$ cat src/rtl/mcp_pkg.sv
// Shared definitions for the MCP accumulator core: opcode and FSM state
// encodings, ALU operation select, and instruction field layout.
// No ports (package).
package mcp_pkg;

    // Instruction layout: {opcode[OPC_W-1:0], operand[ADDR_W-1:0]}.
    // The operand sits at bit 0 and the opcode directly above it.
    localparam int OPC_W    = 3;
    localparam int OPND_LSB = 0;

    typedef enum logic [2:0] {
        OP_HALT  = 3'b000,
        OP_LOAD  = 3'b001,
        OP_STORE = 3'b010,
        OP_ADD   = 3'b011,
        OP_SUB   = 3'b100,
        OP_SHL   = 3'b101,
        OP_IN    = 3'b110,
        OP_OUT   = 3'b111
    } opcode_t;

    typedef enum logic [2:0] {
        S_IDLE  = 3'd0,
        S_FETCH = 3'd1,
        S_EXEC  = 3'd2,
        S_MEM   = 3'd3,
        S_IO    = 3'd4,
        S_HALT  = 3'd5
    } state_t;

    typedef enum logic [1:0] {
        ALU_PASS = 2'd0,
        ALU_ADD  = 2'd1,
        ALU_SUB  = 2'd2,
        ALU_SHL  = 2'd3
    } alu_op_t;

    // Bit position of the opcode LSB for a given address width.
    function automatic int opc_lsb(input int addr_w);
        return addr_w;
    endfunction

endpackage

$ cat src/rtl/mcp_alu.sv
// Purpose: combinational accumulator ALU (pass-through, add, subtract, shift-left).
// Latency: 0 cycles, purely combinational.
// Backpressure: none; result is valid whenever inputs are.
// Ports: i_op operation select, i_a accumulator operand, i_b memory operand,
//        o_res result, o_carry carry/borrow/shifted-out bit (0 for pass).
module mcp_alu
    import mcp_pkg::*;
#(
    parameter int DATA_W = 8
) (
    input  alu_op_t           i_op,
    input  logic [DATA_W-1:0] i_a,
    input  logic [DATA_W-1:0] i_b,
    output logic [DATA_W-1:0] o_res,
    output logic              o_carry
);

    always_comb begin
        o_res   = i_b;
        o_carry = 1'b0;
        case (i_op)
            ALU_ADD: {o_carry, o_res} = {1'b0, i_a} + {1'b0, i_b};
            ALU_SUB: begin
                o_res   = i_a - i_b;
                o_carry = (i_a < i_b);   // borrow
            end
            ALU_SHL: begin
                o_res   = {i_a[DATA_W-2:0], 1'b0};
                o_carry = i_a[DATA_W-1];
            end
            default: ;
        endcase
    end

endmodule

$ cat src/rtl/mcp_accum_core.sv
// Purpose: multi-cycle accumulator CPU (FETCH/EXEC/MEM/IO FSM) with external
//          instruction memory, synchronous-read data memory and an I/O handshake.
// Latency: LOAD/ADD/SUB 3 cycles, STORE/SHL/HALT 2 cycles, IN/OUT 3 cycles plus
//          handshake wait; backpressure: IO state stalls until io_in_valid / io_out_ready.
// Ports: clk/reset (async, active-high), start; im_addr/im_data instruction fetch;
//        dm_addr/dm_we/dm_wdata/dm_rdata data memory; io_in* and io_out* handshakes;
//        acc/zero/carry/halted architectural status.
module mcp_accum_core
    import mcp_pkg::*;
#(
    parameter int DATA_W = 8,
    parameter int ADDR_W = 5
) (
    input  logic                    clk,
    input  logic                    reset,
    input  logic                    start,
    output logic [ADDR_W-1:0]       im_addr,
    input  logic [OPC_W+ADDR_W-1:0] im_data,
    output logic [ADDR_W-1:0]       dm_addr,
    output logic                    dm_we,
    output logic [DATA_W-1:0]       dm_wdata,
    input  logic [DATA_W-1:0]       dm_rdata,
    input  logic [DATA_W-1:0]       io_in,
    input  logic                    io_in_valid,
    output logic                    io_in_ready,
    output logic [DATA_W-1:0]       io_out,
    output logic                    io_out_valid,
    input  logic                    io_out_ready,
    output logic [DATA_W-1:0]       acc,
    output logic                    zero,
    output logic                    carry,
    output logic                    halted
);

    localparam int OPC_LSB = opc_lsb(ADDR_W);
    localparam int INSTR_W = OPC_W + ADDR_W;

    state_t              r_state;
    logic [ADDR_W-1:0]   r_pc;
    logic [INSTR_W-1:0]  r_ir;
    logic [DATA_W-1:0]   r_acc;
    logic                r_carry;
    logic                r_dm_we;
    logic                r_io_in_ready;
    logic                r_io_out_valid;

    opcode_t             w_fetch_op;
    opcode_t             w_ir_op;
    alu_op_t             w_alu_op;
    logic [DATA_W-1:0]   w_alu_res;
    logic                w_alu_carry;

    assign w_fetch_op = opcode_t'(im_data[OPC_LSB +: OPC_W]);
    assign w_ir_op    = opcode_t'(r_ir[OPC_LSB +: OPC_W]);

    always_comb begin
        w_alu_op = ALU_PASS;
        case (w_ir_op)
            OP_ADD:  w_alu_op = ALU_ADD;
            OP_SUB:  w_alu_op = ALU_SUB;
            OP_SHL:  w_alu_op = ALU_SHL;
            default: w_alu_op = ALU_PASS;
        endcase
    end

    // Memory operand arrives one cycle after dm_addr, i.e. during MEM.
    mcp_alu #(.DATA_W(DATA_W)) u_alu (
        .i_op    (w_alu_op),
        .i_a     (r_acc),
        .i_b     (dm_rdata),
        .o_res   (w_alu_res),
        .o_carry (w_alu_carry)
    );

    always_ff @(posedge clk or posedge reset) begin
        if (reset) begin
            r_state        <= S_IDLE;
            r_pc           <= '0;
            r_ir           <= '0;
            r_acc          <= '0;
            r_carry        <= 1'b0;
            r_dm_we        <= 1'b0;
            r_io_in_ready  <= 1'b0;
            r_io_out_valid <= 1'b0;
        end else begin
            case (r_state)
                S_IDLE, S_HALT: begin
                    if (start) begin
                        r_pc    <= '0;
                        r_state <= S_FETCH;
                    end
                end
                S_FETCH: begin
                    r_ir    <= im_data;
                    r_pc    <= r_pc + ADDR_W'(1);
                    // Write strobe is decided at fetch so it is a clean
                    // register output for exactly the EXEC cycle.
                    r_dm_we <= (w_fetch_op == OP_STORE);
                    r_state <= S_EXEC;
                end
                S_EXEC: begin
                    r_dm_we <= 1'b0;
                    case (w_ir_op)
                        OP_LOAD, OP_ADD, OP_SUB: r_state <= S_MEM;
                        OP_STORE: r_state <= S_FETCH;
                        OP_SHL: begin
                            r_acc   <= w_alu_res;
                            r_carry <= w_alu_carry;
                            r_state <= S_FETCH;
                        end
                        OP_IN: begin
                            r_io_in_ready <= 1'b1;
                            r_state       <= S_IO;
                        end
                        OP_OUT: begin
                            r_io_out_valid <= 1'b1;
                            r_state        <= S_IO;
                        end
                        default: r_state <= S_HALT;
                    endcase
                end
                S_MEM: begin
                    r_acc <= w_alu_res;
                    // LOAD leaves the carry flag untouched.
                    if (w_ir_op != OP_LOAD) begin
                        r_carry <= w_alu_carry;
                    end
                    r_state <= S_FETCH;
                end
                S_IO: begin
                    if (r_io_in_ready && io_in_valid) begin
                        r_acc         <= io_in;
                        r_io_in_ready <= 1'b0;
                        r_state       <= S_FETCH;
                    end else if (r_io_out_valid && io_out_ready) begin
                        r_io_out_valid <= 1'b0;
                        r_state        <= S_FETCH;
                    end
                end
                default: r_state <= S_IDLE;
            endcase
        end
    end

    // Data address is only meaningful while the operand is in use.
    assign dm_addr      = (r_state == S_EXEC || r_state == S_MEM) ? r_ir[OPND_LSB +: ADDR_W] : '0;
    assign im_addr      = r_pc;
    assign dm_we        = r_dm_we;
    assign dm_wdata     = r_acc;
    assign io_in_ready  = r_io_in_ready;
    assign io_out_valid = r_io_out_valid;
    assign io_out       = r_acc;
    assign acc          = r_acc;
    assign zero         = (r_acc == '0);
    assign carry        = r_carry;
    assign halted       = (r_state == S_HALT);

endmodule
$ cat config.mk
export PLATFORM = sky130hd
export DESIGN_NAME = mcp_accum_core
export DESIGN_NICKNAME = d
export VERILOG_FILES = /design/src/rtl/mcp_pkg.sv /design/src/rtl/mcp_alu.sv /design/src/rtl/mcp_accum_core.sv
export SDC_FILE = /design/constraint.sdc
export NUM_CORES = 1
export LEC_CHECK = 0
export BUFFER_PORTS_ARGS = -buffer_cell sky130_fd_sc_hd__buf_2
export CAP_MARGIN = 0
export CORE_MARGIN = 2
export CORE_UTILIZATION = 45
export CTS_BUF_LIST = sky130_fd_sc_hd__clkbuf_16
export CTS_CLUSTER_SIZE = 40
export DETAILED_ROUTE_END_ITERATION = 8
export GPL_TIMING_DRIVEN = 0
export PLACE_DENSITY = 0.73
export SLEW_MARGIN = 0
export SYNTH_ARGS = -nofsm -noshare
export SYNTH_HDL_FRONTEND = slang
export SYNTH_HIERARCHICAL = 1
export SYNTH_SLANG_ARGS = --single-unit
$ cat constraint.sdc
create_clock -name clk -period 2.22 [get_ports clk]
set_input_delay 0.666 -clock clk [delete_from_list [all_inputs] [get_ports clk]]
set_output_delay 0.666 -clock clk [all_outputs]
set_load 0.05 [all_outputs]
# Yosys cells after proc, flatten, opt, wreduce, memory -nomap -nowiden
# Index checks and enable logic that the tools add are counted.
totals:
  inputBits: 29
  word_cells: 83
  register_bits: 28
  output_inout_bits: 40
op_classes:
  muxes: 25
  order_cmp: 1
  n_eq_ne: 26
  addsub: 3
  n_reduce_logical: 20
ops:
  columns: ["operator", "n"]
  rows:
  - ["8-bit one-hot mux with 3 select lines", 2]
  - ["3-bit equality test (second input constant)", 6]
  - ["8-bit 2-to-1 mux", 2]
  - ["3-bit by 2-bit equality test with 1-bit output (second input constant)", 5]
  - ["3-bit one-hot mux with 5 select lines", 1]
  - ["5-bit 2-to-1 mux", 2]
  - ["2-bit != test (second input constant)", 5]
  - ["5-bit one-hot mux with 2 select lines", 1]
  - ["8-bit by 8-bit adder with 9-bit output", 1]
  - ["3-bit 2-to-1 mux", 3]
  - ["3-bit one-hot mux with 3 select lines", 1]
  - ["3-bit AND reduction", 3]
  - ["8-bit zero test", 1]
  - ["8-bit less-than comparator", 1]
  - ["1-bit one-hot mux with 2 select lines", 4]
  - ["2-bit nonzero test", 4]
  - ["8-bit subtractor", 1]
  - ["1-bit 2-to-1 mux", 7]
  - ["3-bit by 1-bit equality test with 1-bit output (second input constant)", 2]
  - ["2-bit by 1-bit != test with 1-bit output (second input constant)", 3]
  - ["2-bit one-hot mux with 3 select lines", 1]
  - ["2-bit OR reduction", 3]
  - ["5-bit by 1-bit adder with 5-bit output (second input constant)", 1]
  - ["2-bit equality test (second input constant)", 2]
  - ["11 further kinds", 13]

# Logic depth before layout (Yosys ltp)
logic_depth:
  word_depth: 6
  ltp_mapped: 11
  ltp_nobuf: 11

# Cells and area by module
# Netlist, hierarchy kept.
modules_own_cells:
  columns: ["mod", "area_each_um2", "cells_per_inst", "seq_area_each_um2", "n_inst"]
  rows:
  - ["mcp_accum_core", 1636.6, 166, 700.7, 1]
  - ["mcp_alu", 974.7, 140, 0.0, 1]

# Least setup slack after synthesis
# Ideal clock, no wire load.
synth_path:
  path_kind: "register to register"
  startpoint: "reg r_acc[0] (netlist: acc[0])"
  endpoint: "reg r_acc[6] (netlist: acc[6])"
  t_arrival_ns: 2.483
  setup_time_ns: 0.125
  path_buffers: 0
  period_less_slack_ns: 2.608
  path_slack_ns: -0.388
  required_time_ns: 2.095
  stages_incl_launch_ff: 10
  path_cell_list: "dfrtp_1 ha_1 fa_1 nor3b_1 nor3_2 o21a_1 nor3_1 o2bb2ai_1 mux2_2 mux2_4"
synth_between:
  elab_chain_len: 4
  word_cells_on_any_way: 5
  classes_between: "add/sub: 2; mux: 3"
synth_rtl:
  columns: ["item", "line", "source"]
  rows:
  - ["from (decl)", "mcp_accum_core.sv:41", "logic [DATA_W-1:0] r_acc;"]
  - ["from (signal assigned)", "mcp_accum_core.sv:107", "r_acc <= w_alu_res;"]
  - ["from (signal assigned)", "mcp_accum_core.sv:123", "r_acc <= w_alu_res;"]
  - ["from (signal assigned)", "mcp_accum_core.sv:132", "r_acc <= io_in;"]
  - ["8-bit subtractor / 8-bit by 8-bit adder with 9-bit output (equally long branches)", "mcp_alu.sv:24, mcp_alu.sv:22", null]
  - ["8-bit one-hot mux with 3 select lines (*)", "mcp_alu.sv:21", "case (i_op)"]
  - ["net w_alu_res[6]", "mcp_accum_core.sv:50", "logic [DATA_W-1:0] w_alu_res;"]
  - ["8-bit 2-to-1 mux", "mcp_accum_core.sv:103", "case (w_ir_op)"]
  - ["8-bit one-hot mux with 3 select lines (*)", "mcp_accum_core.sv:86", "case (r_state)"]
# Mark *: on every way through the listed nets, which the timed path passes. The rest lies on a longest branch. The select of a mux whose other input is x is not followed.
# A chain may end at the register's enable or synchronous reset.

# Worst setup path in the final report
layout_path:
  startpoint: "in dm_rdata[0]"
  endpoint: "reg r_acc[6] (netlist: acc[6])"
layout_between:
  elab_chain_len: 4
  word_cells_on_any_way: 5
  classes_between: "add/sub: 2; mux: 3"
layout_rtl:
  columns: ["item", "line", "source"]
  rows:
  - ["from (decl)", "mcp_accum_core.sv:22", "input logic [DATA_W-1:0] dm_rdata,"]
  - ["8-bit subtractor / 8-bit by 8-bit adder with 9-bit output (equally long branches)", "mcp_alu.sv:24, mcp_alu.sv:22", null]
  - ["8-bit one-hot mux with 3 select lines (*)", "mcp_alu.sv:21", null]
  - ["net w_alu_res[6]", "mcp_accum_core.sv:50", null]
  - ["8-bit 2-to-1 mux", "mcp_accum_core.sv:103", null]
  - ["8-bit one-hot mux with 3 select lines (*)", "mcp_accum_core.sv:86", null]
# Marks and branches as above.

==> impl_metrics.toml <==
[timing]
setup_violations = 11
finalCriticalPeriod_ns = 2.450
maxSlewViolCount = 0
rsz0062_at_grt = "true"
hold_violations = 0
relSlewSlack_pct = 29.37
fin_skew_ns = 0.008533
layout_worst_path_cycle_share_pct = 110.4
setup_slack_ns = -0.2304
tightest_slew_ns = 1.058
fmax_mhz = 408.1

[setup_path]
critPathMaxStageDelay_ns = 0.34
cp.required_ns = 2.37
crit_buf_inv = 1
critPathMostFrequentCell = "mux2_4"
crit_slowest_cell = "fa_2"
cp-end-kind = "flop"
critPathTopFamily = "multiplexers"
criticalPathCategory = "primary input to flop"
crit_arrival_ns = 2.60
crit_path_cell_trace = "buf_4, ha_4, fa_2, nor3b_4, nor3_4, o21a_1, nor3_1, o2bb2ai_1, mux2_4, mux2_4"
cp-start-kind = "primary input"
critical_path_peak_fanout = 4

[floorplanning]
fp-row-count = 27
die_x_um = 80.18
die_area_um2 = 6428
die_h_um = 80.18
core_um2 = 5540
pin_count = 69
initial_core_util_pct = 47.13

[detailed_routing]
antenna_left = 0
wire_per_inst_um = 15.54
drc = 0
drt_first_pass_iters = 4
vias = 2617
drtIter0Drc = 164
vias_per_cell = 5.556
wirelength_um = 7317

[place]
dpl_cell_area_um2 = 3181
gp_congestion = 0.9190
hpwl_um = 5164
pre_cts_ws_ns = -0.6399
portBuffers = 68

[grt]
grt_pass1_wl_um = 11290
overflow = 0
grtUsageMet1_pct = 29.54
top_usage_layer = "met2"
grt_pass1_vias = 2436
grtUsageMet3_pct = 1.573
grt_antenna_before_repair = 0
grt_util_met2_pct = 37.67
grt_max_degree = 29
grt_usage_pct = 21.96

[cts]
cts_root_buffer = "clkbuf_16"
holdBufCountCts = 0
clockBufferDepth = 2
cts_max_level = 1
cts_buffers = 3
path_clk_slew_ns = 0.07
clk_latency_ns = 0.27
clock_sinks = 28
tritoncts = "done"

[logic_synthesis]
synth-main-ff-cell = "dfrtp_1"
synth_top_cells_by_count = "nand2_1, dfrtp_1, inv_1"
async_flop_share_pct = 100.0
yosys_warnings = 6
synthDistinctLibCells = 60
avgSynthCellArea_um2 = 8.534
synth.most_common_cell = "nand2_1"
ys_ff_latch = 28
synth_area_leaders = "dfrtp_1, ha_1, nand2_1"
synth-seq-area-share_pct = 26.83
synthesis.nets = 355
synth_edf_count = 0
synth_top_area_cell = "dfrtp_1"
synth_area_um2 = 2611
yosysTopAreaCellShare_pct = 26.83
syn_inst = 306

[layout]
drive_gt1_share_pct = 50.13
final_area_um2 = 3685
syn2layout_area_growth_pct = 41.11
diodes = 0
nets = 449
fin_util_pct = 66.51
fillers = 470

[outcome]
status = "complete, but fails checks"
violations = "negative setup slack"

[hold_path]
hold_path.class = "flop to flop"

[run]
max_cap_violations = 0
## logic make-up (layout without fill, tap and decap cells)
kind of cell / Yosys count / in the layout / share of synthesized area [%]
compound gates: 76 / 76 / 19.55
xor+xnor: 3 / 3 / 1.006
fa+ha+maj: 21 / 21 / 10.59
buf+inv: 52 / 145 / 11.31
flops: 28 / 28 / 26.83
mux: 20 / 20 / 10.11
simple gates: 106 / 106 / 20.60
## worst reg2reg max path, delay by kind of cell, from the launching register on
kind / cells / cell delay [ns]
adders and majority gates: 2 / 0.53
and+or+nand+nor: 3 / 0.47
DFF: 1 / 0.52
muxes: 2 / 0.53
AOI/OAI and AO/OA: 2 / 0.28
## placed cells by master, fill, tap and decap left out, types with 8 or more instances in the layout
master,instances
buf_2,60
inv_1,13
buf_6,9
buf_4,46
ha_1,12
dfrtp_1,19
o21ai_0,14
nand2_1,36
nor2_1,16
a21oi_1,10
mux2_4,15
dfrtp_2,8
## registers in the layout, summed over array words and instances, names as in the netlist
name and cells:
acc 8, r_ir 8, im_addr 5, r_state 3, carry 1, dm_we 1, io_in_ready 1, io_out_valid 1
## area by class of cell
class,count,area [um2],share of cell area (%)
well taps,72,90.09,2.445
clock inverters,1,30.03,0.8149
flip-flops and latches,28,714.4,19.39
plain buffers,26,201.4,5.467
repair buffers,94,591.8,16.06
inverters,21,91.34,2.479
multi-input cells,226,1891,51.31
clock buffers,3,75.07,2.037
## metrics by stage
stage	hold slack [ns]	std cells	setup TNS (ns)
CTS	0.4719	467	-1.013
finish	0.4717	471	-0.9391
global placement	0.4503	446	-3.436
floorplan	0.4374	306	-1.034
detailed placement	0.4542	446	-3.635
global route	0.4967	471	-1.993
## final timing paths
kind | start | endpoint | slack (ns) | cells past startpoint
min | r_ir[3] | r_ir[3] | 0.47 | 2
min in group asynchronous | reset | r_ir[5] | 0.66 | 2
min reg2reg | r_ir[3] | r_ir[3] | 0.47 | 2
max reg2reg | acc[0] | acc[6] | -0.23 | 9
max in group asynchronous | reset | acc[0] | 0.80 | 2
max | dm_rdata[0] | acc[6] | -0.23 | 10
## repair_timing
item	CTS	global route
gates resized for setup	44	23
setup endpoints to repair	14	14
setup buffers	21	5
pin swaps	21	10
## layer usage
layer / wire [um] / vias to the layer above
li1: - / 1253
met1: 3139 / 1249
met2: 3650 / 104
met3: 424 / 11
met4: 103 / 0
met5: 0 / -
Power is left out: the tool's default activity adds up to more than one toggle a clock period on the data nets, which glitch-free logic cannot reach.
